===== src/rtl/seg_pkg.sv =====
// Shared types and constants for the multiplexed seven-segment scanner.
package seg_pkg;

  localparam logic [3:0] BLANK_CODE = 4'hF;

  typedef enum logic {GAP, SHOW} scan_state_t;

  typedef logic [3:0] bcd_t;

endpackage


===== src/rtl/seg_slot_timer.sv =====
// Slot prescaler: counts 0..DIV-1, pulses slot_end on the last count of a slot.
// in_gap looks one cycle ahead (the count being loaded next) so the registered anode outputs line up with the count.
module seg_slot_timer #(
  parameter int DIV = 50000,
  parameter int GAP = 16
) (
  input  logic clk,
  input  logic reset,
  output logic slot_end,
  output logic in_gap
);

  localparam int CW = (DIV > 1) ? $clog2(DIV) : 1;

  logic [CW-1:0] cnt_q;
  logic [CW-1:0] cnt_d;

  assign slot_end = (cnt_q == CW'(DIV - 1));
  assign cnt_d    = slot_end ? '0 : cnt_q + 1'b1;

  generate
    if (GAP == 0) begin : g_nogap
      assign in_gap = 1'b0;
    end else begin : g_gap
      assign in_gap = (cnt_d < CW'(GAP));
    end
  endgenerate

  always_ff @(posedge clk) begin
    if (reset) begin
      cnt_q <= '0;
    end else begin
      cnt_q <= cnt_d;
    end
  end

endmodule


===== src/rtl/seg_scan.sv =====
// Scans NDIG stored BCD digits onto one shared decoder with active-low anodes and an anti-ghost gap.
// Build option SEG_SCAN_LZB_EN: leading-zero blanking applied when bcd_in is captured.
module seg_scan #(
  parameter int NDIG = 4,
  parameter int DIV  = 50000,
  parameter int GAP  = 16
) (
  input  logic              clk,
  input  logic              reset,
  input  logic              load,
  input  logic [4*NDIG-1:0] bcd_in,
  output logic [3:0]        y,
  output logic [NDIG-1:0]   an,
  output logic [2:0]        idx
);

  import seg_pkg::*;

  bcd_t        disp_q [NDIG];
  bcd_t        cap_d  [NDIG];
  logic        slot_end;
  logic        in_gap;
  scan_state_t state_q, state_d;
  logic [2:0]  idx_q, idx_d;
  bcd_t        y_q, y_d;
  logic [NDIG-1:0] an_q, an_d;

  seg_slot_timer #(.DIV(DIV), .GAP(GAP)) u_timer (
    .clk      (clk),
    .reset    (reset),
    .slot_end (slot_end),
    .in_gap   (in_gap)
  );

`ifdef SEG_SCAN_LZB_EN
  logic lead;
`endif

  always_comb begin
    for (int i = 0; i < NDIG; i++) begin
      cap_d[i] = bcd_in[4*i +: 4];
    end
`ifdef SEG_SCAN_LZB_EN
    // Blank zeros from the top down until the first nonzero; digit 0 always shows.
    lead = 1'b1;
    for (int i = NDIG - 1; i >= 1; i--) begin
      if (lead && cap_d[i] == 4'd0) begin
        cap_d[i] = BLANK_CODE;
      end else begin
        lead = 1'b0;
      end
    end
`endif
  end

  always_comb begin
    idx_d = idx_q;
    if (slot_end) begin
      idx_d = (idx_q == 3'(NDIG - 1)) ? 3'd0 : idx_q + 3'd1;
    end

    state_d = state_q;
    case (state_q)
      seg_pkg::GAP:  state_d = in_gap ? seg_pkg::GAP : seg_pkg::SHOW;
      seg_pkg::SHOW: state_d = (slot_end && in_gap) ? seg_pkg::GAP : seg_pkg::SHOW;
      default:       state_d = seg_pkg::GAP;
    endcase

    // Code follows the upcoming idx so it settles before that digit's anode lights.
    y_d  = BLANK_CODE;
    an_d = '1;
    for (int i = 0; i < NDIG; i++) begin
      if (idx_d == 3'(i)) begin
        y_d = disp_q[i];
        if (state_d == seg_pkg::SHOW) begin
          an_d[i] = 1'b0;
        end
      end
    end
  end

  always_ff @(posedge clk) begin
    if (reset) begin
      for (int i = 0; i < NDIG; i++) begin
        disp_q[i] <= BLANK_CODE;
      end
      idx_q   <= 3'd0;
      state_q <= seg_pkg::GAP;
      y_q     <= BLANK_CODE;
      an_q    <= '1;
    end else begin
      if (load) begin
        disp_q <= cap_d;
      end
      idx_q   <= idx_d;
      state_q <= state_d;
      y_q     <= y_d;
      an_q    <= an_d;
    end
  end

  assign y   = y_q;
  assign an  = an_q;
  assign idx = idx_q;

endmodule


===== config.mk =====
export PLATFORM = sky130hd
export DESIGN_NAME = seg_scan
export DESIGN_NICKNAME = d
export VERILOG_FILES = /design/src/rtl/seg_pkg.sv /design/src/rtl/seg_slot_timer.sv /design/src/rtl/seg_scan.sv
export SDC_FILE = /design/constraint.sdc
export NUM_CORES = 1
export LEC_CHECK = 0
export CORE_MARGIN = 2
export CORE_UTILIZATION = 52
export CTS_BUF_LIST = sky130_fd_sc_hd__clkbuf_4
export DETAILED_ROUTE_END_ITERATION = 8
export PLACE_DENSITY = 0.74
export REMOVE_ABC_BUFFERS = 1
export SETUP_SLACK_MARGIN = 0.15
export SKIP_LAST_GASP = 1
export SYNTH_ARGS = -nofsm -noshare
export SYNTH_HDL_FRONTEND = slang
export SYNTH_SLANG_ARGS = --single-unit
export TNS_END_PERCENT = 1

===== constraint.sdc =====
create_clock -name clk -period 6.1 [get_ports clk]
set_clock_uncertainty 0.2 [all_clocks]
set_input_delay 0.61 -clock clk [delete_from_list [all_inputs] [get_ports clk]]
set_output_delay 0.61 -clock clk [all_outputs]
set_load 0.01 [all_outputs]

==> out/results.ini, run 1 <==
[drt]
drt_iter0_drc=72
drc=0
wl_um=4100
ant_nets=0
firstDrtPassIters=4
avgViaCountPerCell=5.53
num_vias=1620
drt-wirelength-per-cell_um=14.0

[yosys]
ys_seq_elements=44
yosys_warnings=0
syn_area_um2=2120
avgSynthCellArea_um2=9.54
synthArstFlopShare_pct=0
yosysUniqueCellTypes=45
synth-edff-count=0
synth_cells=222
yosysSeqAreaShare_pct=41.6
ys.flop_type=dfxtp_1

[run_status]
status=completed

[floorplan]
core_area_um2=3970
fp.dieW_um=67.8
die_h_um=67.8
num_rows=23
ios=30
start_util_pct=53.3
dieArea_um2=4600

[sta]
worstMarginPinSlew_ps=930
period_needed_ps=2710
rsz0062_at_grt=no
finalCritPeriodShare_pct=44.4
setup_viol=0
slew_viol_final=0
setup_tns_ps=0
hold_viol_final=0
max_slew_margin_pct=37.8
fmax_ghz=0.369

[cts]
insertion_delay_ps=370
htree_levels=2
cts_tree=built
cts_sinks=44
post_cts_buffers=0
cts_resized=0
clock_path_buffers=2
cts_root_buffer=clkbuf_4
clkTransAtPathRegs_ps=140
cts-hold-fix-buffers=0
cts_inserted_buffers=5

[run]
maxCapViolCount=0

[worst_setup_path]
max_stage_delay_ps=510
r2r-end=y[1]
crit_slowest_cell=nand4_1
cp_data_required_time_ps=6140
crit_arrival_ps=2750
crit_chain=ha_1 -> and3_1 -> nand4_1 -> nor4_1 -> a31oi_2 -> o22ai_1 -> a22oi_1
end_kind=flop
crit_path_start_kind=flop
crit_end=y[1]
r2r_setup_slack_ps=3390
reg2reg_from=u_timer.cnt_q[0]
startpoint=u_timer.cnt_q[0]
crit_fanout=11
critPathKind=flop to flop
rr_worst_depth=7

[place]
placed_cells=285
placement.io_buffers=29
dp_hpwl_um=2910
gp_congestion=0.819

[power_and_ir_drop]
cellPowerDensity_nw_per_um2=215
finalPower_mw=0.529
peakVddDrop_uv=147
total_leakage_power_nw=0.997

[final_layout]
fin_util_pct=62.1
fin_cells=293
final_net_count=263
layout-drive-gt1-share_pct=7.82
syn2layout_area_growth_pct=16.5
mostFrequentLayoutCells=dfxtp_1 (44), clkdlybuf4s50_1 (29), nor2_1 (23)
final_common_cell=dfxtp_1
n_antenna_cell=0

[grt]
grt_pass1_vias=1428
grt_pass1_wl_um=6670
grt_max_degree=25
antenna_found_initial=0
track_usage_pct=19.7
gr-total-overflow=0

[min_path]
min_path_type=flop to flop

per-stage QoR:
stage | instance area (µm²) | hold WS (ps) | worst slack, ps
floorplan | 2030 | 230 | 3830
global placement | 2380 | 244 | 3110
detailed placement | 2380 | 263 | 3040
CTS | 2470 | 294 | 3390
global route | 2470 | 322 | 3100
finish | 2470 | 290 | 3390
cell type report:
| cell class | count | area (µm²) |
|---|---|---|
| Fill cell | 341 | 1500 |
| Clock inverter | 3 | 46.3 |
| Timing Repair Buffer | 29 | 290 |
| Tap cell | 50 | 62.6 |
| Multi-Input combinational cell | 157 | 1130 |
| Inverter | 5 | 18.8 |
| Sequential cell | 44 | 881 |
| Clock buffer | 5 | 37.5 |
worst max-delay path, delay by kind of cell (launching register included):
kind,cells,cell delay (ps)
AO/OA/AOI/OAI,3,520
adder cells (fa/ha/maj),1,230
flip-flops,1,400
AND/OR/NAND/NOR,3,1220
registers in the layout, summed over array words and instances, names as in the netlist:
register and cells:
u_timer.cnt_q 16, an 4, idx 3, disp_q 16, y 4, state_q 1
routing by layer:
metal  GRT usage, %  up-vias  wire (µm)
met5              0        -          0
met4           9.00        0         76
met3           4.50        7        184
met2           29.0       37       1820
met1           27.3      759       2020
li1               -      817          -
cells in the mapped netlist (5+ instances only):
cell,instances,share of area [%]
inv_1,5,0.89
xnor2_1,12,5.0
nand3_1,7,1.7
nand2_1,22,3.9
mux2i_1,21,9.9
dfxtp_1,44,42
nor3_1,8,1.9
buf_2,6,1.4
xor2_1,7,2.9
and3_1,7,2.1
nor2_1,23,4.1
clkbuf_1,5,0.89
power by group:
group          switching, mW  leakage [nW]  internal (mW)
registers            0.00525         0.360          0.296
clock network          0.102        0.0418         0.0876
logic                 0.0160         0.596         0.0217
total                  0.124         0.997          0.406
logic make-up (layout without fill, tap and decap cells):
family / Yosys count / count (layout) / share of synthesized area (%)
adders and majority gates: 3 / 3 / 1.65
and+or+nand+nor: 88 / 88 / 23.5
xor gates and xnor gates: 19 / 19 / 7.86
DFF: 44 / 44 / 41.6
buffers and inverters: 21 / 42 / 4.96
muxes: 21 / 21 / 9.93
AOI/OAI and AO/OA: 26 / 26 / 10.5
worst min path at each step:
stage | from | endpoint | slack (ps) | cells past startpoint
global placement | u_timer.cnt_q[0] | u_timer.cnt_q[0] | 240 | 1
floorplan | u_timer.cnt_q[0] | u_timer.cnt_q[0] | 230 | 1
detailed placement | disp_q[4] | disp_q[4] | 260 | 2
CTS | u_timer.cnt_q[0] | u_timer.cnt_q[0] | 290 | 1
finish | u_timer.cnt_q[0] | u_timer.cnt_q[0] | 290 | 1
global route | disp_q[1] | disp_q[1] | 320 | 2
Note: power is estimated with default switching activity, not from simulation.
==> run 2, diff against run 1 <==
==> constraint.sdc (replaced) <==
create_clock -name clk -period 2.5 [get_ports clk]
set_clock_uncertainty 0.2 [all_clocks]
set_input_delay 0.25 -clock clk [delete_from_list [all_inputs] [get_ports clk]]
set_output_delay 0.25 -clock clk [all_outputs]
set_load 0.01 [all_outputs]
==> out/results.ini, run 2 (same netlist as run 1, synthesis figures left out) <==
[sta]
finalWorstSetupSlack_ps=299
hold_viol_final=0
finalCritPeriodShare_pct=88.0
setup_tns_ps=0
slew_viol_final=0
fmax_ghz=0.454
period_needed_ps=2200
setup_viol=0
rsz0062_at_grt=yes
max_slew_margin_pct=70.7
worstMarginPinSlew_ps=435

[cts]
cts_inserted_buffers=5
cts_root_buffer=clkbuf_4
cts_sinks=44
insertion_delay_ps=360
clkTransAtPathRegs_ps=140
cts_tree=built
cts-hold-fix-buffers=0
clock_path_buffers=2
htree_levels=2

[power_and_ir_drop]
cellPowerDensity_nw_per_um2=500
peakVddDrop_uv=370
finalPower_mw=1.28
total_leakage_power_nw=1.05

[run]
maxCapViolCount=0

[final_layout]
largestRegisters=disp_q: 16 flops, u_timer.cnt_q: 16 flops
nFillCells=337
syn2layout_area_growth_pct=21.1
layout-drive-gt1-share_pct=12.3
final_common_cell=dfxtp_1
fin_area_um2=2560
fin_util_pct=64.6
n_antenna_cell=0
mostFrequentLayoutCells=dfxtp_1 (44), clkdlybuf4s50_1 (29), nand2_1 (22), nor2_1 (22), mux2i_1 (21)
final_net_count=272

[worst_setup_path]
cp_data_required_time_ps=2550
crit_path_start_kind=flop
crit_fanout=7
critPathKind=flop to flop
crit_arrival_ps=2250
end_kind=flop

[floorplan]
fp.dieW_um=67.8
die_h_um=67.8
core_area_um2=3970
start_util_pct=53.3
dieArea_um2=4600
num_rows=23
ios=30

[grt]
gr-total-overflow=0
antenna_found_initial=0
grt_pass1_wl_um=6970
grt_max_degree=24
track_usage_pct=20.4
grt_pass1_vias=1536

[place]
placement.io_buffers=29
place_area_um2=2440
pre_cts_ws_ps=278
dp_hpwl_um=3100
gp_congestion=0.815

[drt]
avgViaCountPerCell=5.49
drt-wirelength-per-cell_um=13.9
ant_nets=0
drc=0
firstDrtPassIters=4
wl_um=4190
drt_iter0_drc=112
num_vias=1659

[run_status]
status=completed

[min_path]
min_path_type=input port to flop

==> run 2: final timing paths <==
kind,start,end,slack [ps],cells past startpoint
worst max-delay path,u_timer.cnt_q[0],y[2],300,8
worst min-delay path,bcd_in[14],disp_q[2],270,3
worst min register to register,u_timer.cnt_q[0],u_timer.cnt_q[0],280,1
worst max register to register,u_timer.cnt_q[0],y[2],300,8
==> run 2: layer usage <==
metal,global-route usage (%),routed length (µm),vias up
li1,-,-,843
met1,26.2,1960,781
met2,32.4,2020,29
met3,6.33,145,6
met4,7.00,65,0
met5,0,0,-
==> run 2: power by group <==
group	total, mW	switching [mW]	internal (mW)
registers	0.736	0.0122	0.723
clock network	0.451	0.242	0.209
logic	0.0955	0.0393	0.0562
==> run 2: cell type report <==
| class | count | area (µm²) | share of cell area [%] |
|---|---|---|---|
| inverter | 5 | 18.8 | 0.732 |
| tap | 50 | 62.6 | 2.44 |
| clock buffer | 5 | 37.5 | 1.46 |
| timing repair buffer | 38 | 358 | 14.0 |
| multi-input combinational | 157 | 1160 | 45.4 |
| clock inverter | 3 | 42.5 | 1.66 |
| sequential | 44 | 881 | 34.4 |
==> run 2: what timing repair did <==
item,4_1_cts,5_1_grt
setup buffers,0,1
gates resized for setup,0,6
setup endpoints to repair,0,8
==> run 2: metrics by stage <==
| stage | hold slack, ps | std cells |
|---|---|---|
| after CTS | 267 | 301 |
| after global placement | 247 | 293 |
| after global routing | 264 | 302 |
| after floorplan | 119 | 206 |
| final | 274 | 302 |
| after detailed placement | 254 | 293 |
==> run 2: worst max-delay path: stages (launching register included) <==
cell     delay (ps)
dfxtp_1         390
ha_1            230
and3_1          220
nand4_1         180
buf_4           240
nor3_2          240
a31oi_4          90
o22ai_1         200
a22oi_1         110
==> run 3, diff against run 2 <==
--- a/config.mk
+++ b/config.mk
@@ -5,11 +5,13 @@
 export SDC_FILE = /design/constraint.sdc
 export NUM_CORES = 1
 export LEC_CHECK = 0
+export CELL_PAD_IN_SITES_DETAIL_PLACEMENT = 2
+export CELL_PAD_IN_SITES_GLOBAL_PLACEMENT = 2
 export CORE_MARGIN = 2
-export CORE_UTILIZATION = 52
+export CORE_UTILIZATION = 35
 export CTS_BUF_LIST = sky130_fd_sc_hd__clkbuf_4
 export DETAILED_ROUTE_END_ITERATION = 8
-export PLACE_DENSITY = 0.74
+export PLACE_DENSITY = 0.78
 export REMOVE_ABC_BUFFERS = 1
 export SETUP_SLACK_MARGIN = 0.15
 export SKIP_LAST_GASP = 1
==> out/results.ini, run 3 (same netlist as run 1, synthesis figures left out) <==
[place]
dp_hpwl_um=4200
placed_cells=323
pre_cts_ws_ps=28.1
placement.io_buffers=29
gp_congestion=0.731
place_area_um2=2510

[drt]
met1_length_um=2630
drt-wirelength-per-cell_um=17.4
wl_met3_um=162
drt_iter0_drc=38
dr.max_layer_used=met4
wl_um=5760
ant_nets=0
avgViaCountPerCell=5.35
firstDrtPassIters=4
met2_length_um=2900
num_vias=1764
drc=0

[cts]
cts-hold-fix-buffers=0
cts_sinks=44
post_cts_buffers=0
cts_tree=built
clock_path_buffers=2
htree_levels=2
cts_root_buffer=clkbuf_4
cts_inserted_buffers=5
insertion_delay_ps=380
clkTransAtPathRegs_ps=150

[final_layout]
regArea_um2=882
n_antenna_cell=0
syn2layout_area_growth_pct=23.2
layout-drive-gt1-share_pct=14.9
nFillCells=638
fin_area_um2=2610
fin_util_pct=44.3
mostFrequentLayoutCells=dfxtp_1 (43), clkdlybuf4s50_1 (29), nand2_1 (22)
multi_input_area_um2=1170
final_net_count=276
fin_cells=330
final_common_cell=dfxtp_1
largestRegisters=disp_q: 16 flops, u_timer.cnt_q: 16 flops

[worst_setup_path]
max_stage_delay_ps=470
critPathKind=flop to flop
crit_chain=nand4_1 -> nor4_4 -> nand3_1 -> xor2_1 -> nand3_1 -> a41oi_1
crit_path_frequent_cell=nand3_1
crit_path_start_kind=flop
end_kind=flop
crit_slowest_cell=dfxtp_1
r2r_setup_slack_ps=260
cp_data_required_time_ps=2620
crit_arrival_ps=2360
crit_fanout=6

[sta]
max_slew_margin_pct=76.3
timing.hold.ws_ps=270
setup_tns_ps=0
fmax_ghz=0.447
rsz0062_at_grt=yes
finalCritPeriodShare_pct=89.6
worstMarginPinSlew_ps=354
setup_viol=0
period_needed_ps=2240
hold_viol_final=0
finalWorstSetupSlack_ps=260
slew_viol_final=0

[grt]
grt_pass1_vias=1845
track_usage_pct=18.1
antenna_found_initial=0
grt_pass1_wl_um=8940
grt_max_degree=24
gr-total-overflow=0

[floorplan]
num_rows=28
fp.dieW_um=81.8
core_area_um2=5890
ios=30
dieArea_um2=6690
start_util_pct=36.0
die_h_um=81.8

[power_and_ir_drop]
total_leakage_power_nw=1.05
peakVddDrop_uv=249
cellPowerDensity_nw_per_um2=455
finalPower_mw=1.19

[run]
maxCapViolCount=0

[min_path]
min_path_type=flop to flop

[run_status]
status=completed

-- run 3: cell count changes in the layout (fill, tap and decap cells not counted), sizes merged --
cell      previous run  this run
bufinv               1         0
buf                  9        13
clkinv               2         1
clkinvlp             0         1
-- run 3: power breakdown --
group	internal, mW	switching [mW]
registers	0.724	0.0141
clock network	0.103	0.246
logic	0.0566	0.0431
-- run 3: final timing paths --
path,start,to,cells past startpoint
min,u_timer.cnt_q[0],u_timer.cnt_q[0],1
max,u_timer.cnt_q[2],an[2],6
max reg2reg,u_timer.cnt_q[2],an[2],6
min reg2reg,u_timer.cnt_q[0],u_timer.cnt_q[0],1
-- run 3: worst max-delay path: cells and delay by family, from the launching register on --
| kind | cells | cell delay (ps) |
|---|---|---|
| compound gates | 1 | 250 |
| xor+xnor | 1 | 270 |
| flops | 1 | 470 |
| simple gates | 4 | 1000 |
-- run 3: per-layer routing --
layer / global-route usage (%) / vias up
li1: - / 845
met1: 21.7 / 884
met2: 31.7 / 29
met3: 4.18 / 6
met4: 6.33 / 0
met5: 0 / -
-- run 3: what timing repair did --
action	4_1_cts	5_1_grt
setup endpoints to repair	6	9
cloned	0	0
gates resized for setup	3	8
-- run 3: final cells by class --
class	instances	area share, %
timing repair buffer	42	14.9
inverter	5	0.720
clock inverter	2	0.480
sequential	44	33.8
tap	75	3.60
multi-input combinational	157	45.1
clock buffer	5	1.44
